===== config.mk =====
export PLATFORM = sky130hd
export DESIGN_NAME = uart_tx_feeder
export DESIGN_NICKNAME = d
export VERILOG_FILES = /design/src/rtl/uart_tx_feeder.sv
export SDC_FILE = /design/constraint.sdc
export NUM_CORES = 1
export LEC_CHECK = 0
export ABC_AREA = 1
export BUFFER_PORTS_ARGS = -buffer_cell sky130_fd_sc_hd__buf_4
export CAP_MARGIN = 25
export CORE_ASPECT_RATIO = 0.75
export CORE_MARGIN = 4
export CORE_UTILIZATION = 66
export DETAILED_ROUTE_END_ITERATION = 8
export PLACE_DENSITY = 0.85
export SLEW_MARGIN = 20
export SYNTH_ARGS = -nofsm -noshare
export SYNTH_HDL_FRONTEND = slang
export SYNTH_SLANG_ARGS = --single-unit

===== constraint.sdc =====
create_clock -name txclk -period 6.2 [get_ports txclk]
set_input_delay 1.24 -clock txclk [delete_from_list [all_inputs] [get_ports txclk]]
set_output_delay 1.24 -clock txclk [all_outputs]
set_load 0.005 [all_outputs]

===== src/rtl/uart_tx_feeder.sv =====
// Byte FIFO and load sequencer feeding a UART transmitter on the baud clock.
// Define UART_TX_FEEDER_STATS_EN to add the sent_cnt/drop_cnt statistics outputs.
module uart_tx_feeder #(
  parameter int ADDR_W      = 4,
  parameter int ACK_TIMEOUT = 15
) (
  input  logic              txclk,
  input  logic              reset,
  input  logic              wr_en,
  input  logic [7:0]        wr_data,
  input  logic              en,
  output logic              full,
  output logic              empty,
  output logic [ADDR_W:0]   level,
  input  logic              tx_empty,
  output logic              ld_tx_data,
  output logic [7:0]        tx_data,
  output logic              tx_enable,
  output logic              busy,
  output logic              ack_err
`ifdef UART_TX_FEEDER_STATS_EN
  ,
  output logic [15:0]       sent_cnt,
  output logic [15:0]       drop_cnt
`endif
);

  localparam int DEPTH = 1 << ADDR_W;
  localparam logic [ADDR_W:0] LEVEL_MAX = (ADDR_W+1)'(DEPTH);
  localparam logic [7:0] ACK_TC = 8'(ACK_TIMEOUT);

  typedef enum logic [1:0] {IDLE, LOAD, WAIT_ACK, WAIT_DONE} state_t;

  logic [7:0]        mem [DEPTH];
  state_t            state_q, state_d;
  logic [ADDR_W-1:0] wr_ptr_q, wr_ptr_d, rd_ptr_q, rd_ptr_d;
  logic [ADDR_W:0]   level_q, level_d;
  logic              full_q, full_d, empty_q, empty_d;
  logic              ld_q, ld_d, txen_q, txen_d, busy_q, busy_d, ack_err_q, ack_err_d;
  logic [7:0]        txd_q, txd_d, timer_q, timer_d;
  logic              push, pop;
`ifdef UART_TX_FEEDER_STATS_EN
  logic [15:0]       sent_q, sent_d, drop_q, drop_d;
`endif

  assign push = wr_en & ~full_q;
  assign pop  = (state_q == IDLE) & en & ~empty_q & tx_empty;

  always_comb begin
    state_d   = state_q;
    wr_ptr_d  = wr_ptr_q;
    rd_ptr_d  = rd_ptr_q;
    level_d   = level_q;
    ld_d      = 1'b0;
    txd_d     = txd_q;
    timer_d   = timer_q;
    ack_err_d = ack_err_q;
    txen_d    = en;
    if (push) wr_ptr_d = wr_ptr_q + 1'b1;
    if (pop)  rd_ptr_d = rd_ptr_q + 1'b1;
    case ({push, pop})
      2'b10:   level_d = level_q + 1'b1;
      2'b01:   level_d = level_q - 1'b1;
      default: level_d = level_q;
    endcase
    case (state_q)
      IDLE: if (pop) begin
        state_d = LOAD;
        ld_d    = 1'b1;
        txd_d   = mem[rd_ptr_q];
      end
      LOAD: begin
        timer_d = 8'd0;
        state_d = WAIT_ACK;
      end
      WAIT_ACK: begin
        if (!tx_empty) begin
          state_d = WAIT_DONE;
        end else begin
          // Timeout fires on the edge the count reaches ACK_TIMEOUT, i.e.
          // ACK_TIMEOUT cycles after entering WAIT_ACK; the byte is abandoned.
          timer_d = timer_q + 8'd1;
          if (timer_d == ACK_TC) begin
            ack_err_d = 1'b1;
            state_d   = IDLE;
          end
        end
      end
      WAIT_DONE: if (tx_empty) state_d = IDLE;
      default:   state_d = IDLE;
    endcase
    full_d  = (level_d == LEVEL_MAX);
    empty_d = (level_d == '0);
    busy_d  = (state_d != IDLE);
  end

`ifdef UART_TX_FEEDER_STATS_EN
  always_comb begin
    sent_d = sent_q;
    drop_d = drop_q;
    if (state_q == WAIT_ACK && !tx_empty && sent_q != 16'hFFFF) sent_d = sent_q + 16'd1;
    if (wr_en && full_q && drop_q != 16'hFFFF) drop_d = drop_q + 16'd1;
  end
`endif

  // Storage is not reset; pointers and level define validity.
  always_ff @(posedge txclk) begin
    if (push) mem[wr_ptr_q] <= wr_data;
  end

  always_ff @(posedge txclk or posedge reset) begin
    if (reset) begin
      state_q   <= IDLE;
      wr_ptr_q  <= '0;
      rd_ptr_q  <= '0;
      level_q   <= '0;
      full_q    <= 1'b0;
      empty_q   <= 1'b1;
      ld_q      <= 1'b0;
      txd_q     <= 8'd0;
      txen_q    <= 1'b0;
      busy_q    <= 1'b0;
      ack_err_q <= 1'b0;
      timer_q   <= 8'd0;
`ifdef UART_TX_FEEDER_STATS_EN
      sent_q    <= 16'd0;
      drop_q    <= 16'd0;
`endif
    end else begin
      state_q   <= state_d;
      wr_ptr_q  <= wr_ptr_d;
      rd_ptr_q  <= rd_ptr_d;
      level_q   <= level_d;
      full_q    <= full_d;
      empty_q   <= empty_d;
      ld_q      <= ld_d;
      txd_q     <= txd_d;
      txen_q    <= txen_d;
      busy_q    <= busy_d;
      ack_err_q <= ack_err_d;
      timer_q   <= timer_d;
`ifdef UART_TX_FEEDER_STATS_EN
      sent_q    <= sent_d;
      drop_q    <= drop_d;
`endif
    end
  end

  assign full       = full_q;
  assign empty      = empty_q;
  assign level      = level_q;
  assign ld_tx_data = ld_q;
  assign tx_data    = txd_q;
  assign tx_enable  = txen_q;
  assign busy       = busy_q;
  assign ack_err    = ack_err_q;
`ifdef UART_TX_FEEDER_STATS_EN
  assign sent_cnt   = sent_q;
  assign drop_cnt   = drop_q;
`endif

endmodule


==> flow_summary.toml <==
[logic_synthesis]
synth_top_area_cell = "edfxtp_1"
ys.warnings.count = 0
synthCells = 623
syn_avg_cell_area_um2 = 11.20
synth_area_um2 = 6978
yosysUniqueCellTypes = 25
netlist.area_leader.share_pct = 55.08
yosysSeqAreaShare_pct = 68.37
synth-seq-cells = 165
ys_top_cells_by_area = "edfxtp_1, dfrtp_1, nor2_1"
synthesis.nets = 646

[run]
cap_violations = 0

[timing]
period_minus_slack_ps = 3457
worstMarginPinSlew_ps = 969.3
clock_skew_ps = 8.159
slew_violations = 0
max_freq_mhz = 289.3
fin_tns_setup_ps = 0
hold_violations = 0
setup_violations = 0
slew_headroom_pct = 35.38
rsz0062_at_grt = "false"
period_share_pct = 55.76

[pwr]
cellPowerDensity_nw_per_um2 = 458.2
sw_frac_of_total_pct = 36.21
p_switching_uw = 1281
p_leak_uw = 0.002943
seqPwrFrac_pct = 42.9
peakVddDrop_mv = 0.3156
p_total_uw = 3537
power_frac_clock_pct = 25.4
p_int_uw = 2256
comb_power_share_pct = 31.7

[clocking]
hold_buffers = 0
cts_root_buf = "clkbuf_16"
clock_latency_ps = 420
cts.repair.resized = 0
cts.clk_slew.worst_paths_ps = 60
cts.sinks = 165
cts_setup_buffers = 0
cts_max_level = 4
cts_buffers = 17
cts_tree = "built"
clockBufferDepth = 2

[global_routing]
track_usage_pct = 24.66
overflow = 0
antenna_found_initial = 0
grt_pass1_wl_um = 23050
grt_pass1_vias = 4427
grt_max_degree = 68

[outcome]
status = "completed"

[placement]
io_buffers = 31
gp_congestion = 0.8745
hpwl_um = 8768

[route]
wl_met2_um = 7090
top_layer_used = "met4"
met1Wirelength_um = 6142
vias = 4803
wl_per_cell_um = 18.48
first_pass_iters = 5
drc = 0
antenna_left = 0
via_per_inst = 6.019
wirelength_um = 14750
dr.first_iter.drc_count = 621
wl_met3_um = 1286

[die]
pin_count = 32
coreArea_um2 = 10290
fp.dieArea_um2 = 12300
row_count = 32
start_util_pct = 67.81
die_w_um = 126.7
fp.dieH_um = 97.05

[layout]
final_net_count = 672
antenna_cells = 0
fill_cells = 625
drive_gt1_share_pct = 9.668
syn2layout_area_growth_pct = 10.61

[critical_path]
critPathKind = "in2reg"
arrival_ps = 3810
critPathMaxFanout = 14
endpoint_kind = "register"
required_ps = 6550
start_kind = "input pin"

[hold_path]
min_path_type = "reg2reg"
per-stage QoR:
| step | utilization (%) | worst slack (ps) | instance area, µm² | hold WS (ps) | std cells |
|---|---|---|---|---|---|
| after global placement | 70.22 | 2574 | 7226 | 465.3 | 766 |
| after detailed placement | 70.22 | 2382 | 7226 | 471.2 | 766 |
| after global routing | 75.01 | 2483 | 7719 | 502.5 | 798 |
| final | 75.01 | 2743 | 7719 | 485.9 | 798 |
| after CTS | 75.00 | 2801 | 7717 | 490.5 | 798 |
| after floorplan | - | 3120 | 6978 | 467.8 | 623 |
layout by cell type (no fill, tap or decap), types with 8 or more instances in the layout:
cell type,count
nor2_1,129
edfxtp_1,128
clkbuf_1,8
nand2_1,99
o21ai_1,16
ha_1,10
o211ai_1,32
o21ai_0,56
buf_4,34
dfrtp_1,35
inv_1,36
clkbuf_16,17
nand3_1,29
final cells by class:
type / count / area [µm²] / share of cell area [%]
multi-input combinational: 391 / 1878 / 24.33
timing repair buffer: 34 / 255.2 / 3.307
inverter: 40 / 151.4 / 1.961
tap: 136 / 170.2 / 2.205
clock inverter: 7 / 36.28 / 0.4701
clock buffer: 25 / 455.4 / 5.900
sequential: 165 / 4772 / 61.83
cells in the mapped netlist:
master,count
o211ai_1,32
o21ai_2,3
nand4_1,4
clkbuf_1,6
nand2_1,99
a21oi_1,2
o21ai_1,16
buf_2,11
inv_1,36
inv_2,2
dfstp_2,1
dfrtp_1,36
xnor2_1,1
buf_4,3
edfxtp_1,128
buf_6,7
clkinv_1,2
or2_1,1
nand3_1,29
o21bai_1,1
xor2_1,7
o21ai_0,56
o22ai_1,1
ha_1,10
nor2_1,129
final timing paths:
| check | startpoint | to | slack (ps) | cells after the start |
|---|---|---|---|---|
| worst min register to register | rd_ptr_q[1] | rd_ptr_q[1] | 490 | 2 |
| min in group asynchronous | reset | tx_data[4] | 940 | 3 |
| max in group asynchronous | reset | rd_ptr_q[0] | 4900 | 3 |
| worst min-delay path | rd_ptr_q[1] | rd_ptr_q[1] | 490 | 2 |
| worst max-delay path | en | full | 2740 | 15 |
| worst max register to register | rd_ptr_q[0] | tx_data[6] | 3150 | 8 |
power groups by stage:
stage / clock network (µW) / logic (µW) / registers (µW)
4_1_cts: 901 / 1110 / 1510
5_1_grt: 957 / 1240 / 1530
3_5_place_dp: 0 / 1090 / 1530
2_1_floorplan: 0 / 826 / 1490
6_report: 898 / 1120 / 1520
3_3_place_gp: 0 / 1040 / 1530
cells by family (layout without fill, tap and decap cells):
| group | Yosys count | in the layout | share of synthesized area (%) |
|---|---|---|---|
| adder cells (fa/ha/maj) | 10 | 10 | 1.793 |
| AO/OA/AOI/OAI | 111 | 111 | 9.324 |
| flip-flops | 165 | 165 | 68.37 |
| buffers and inverters | 67 | 106 | 4.716 |
| XOR/XNOR | 8 | 8 | 1.004 |
| AND/OR/NAND/NOR | 262 | 262 | 14.79 |
state kept, by name (all words and copies together) (netlist names):
signal and cells:
busy 1, rd_ptr_q 4, tx_enable 1, state_q 2
ld_tx_data 1, tx_data 8, wr_ptr_q 4, empty 1
ack_err 1, full 1, timer_q 8, level 5
mem 128
per-layer routing:
metal,vias up,global-route usage [%]
li1,2195,-
met1,2318,35.51
met2,269,38.50
met3,21,5.110
met4,0,7.502
met5,-,0
critical path, stage by stage:
cell and delay, ps:
buf_4 90, inv_1 30, nor2_1 70, nand3_1 350, inv_1 450, ha_1 340, nor2_1 70, nor2_1 190
ha_1 260, nand2_1 60, nand2_1 50, or2_1 220, nor2_1 120, nand3_1 120, nor2_1 120
No activity file was read; power rests on OpenSTA's default activity.
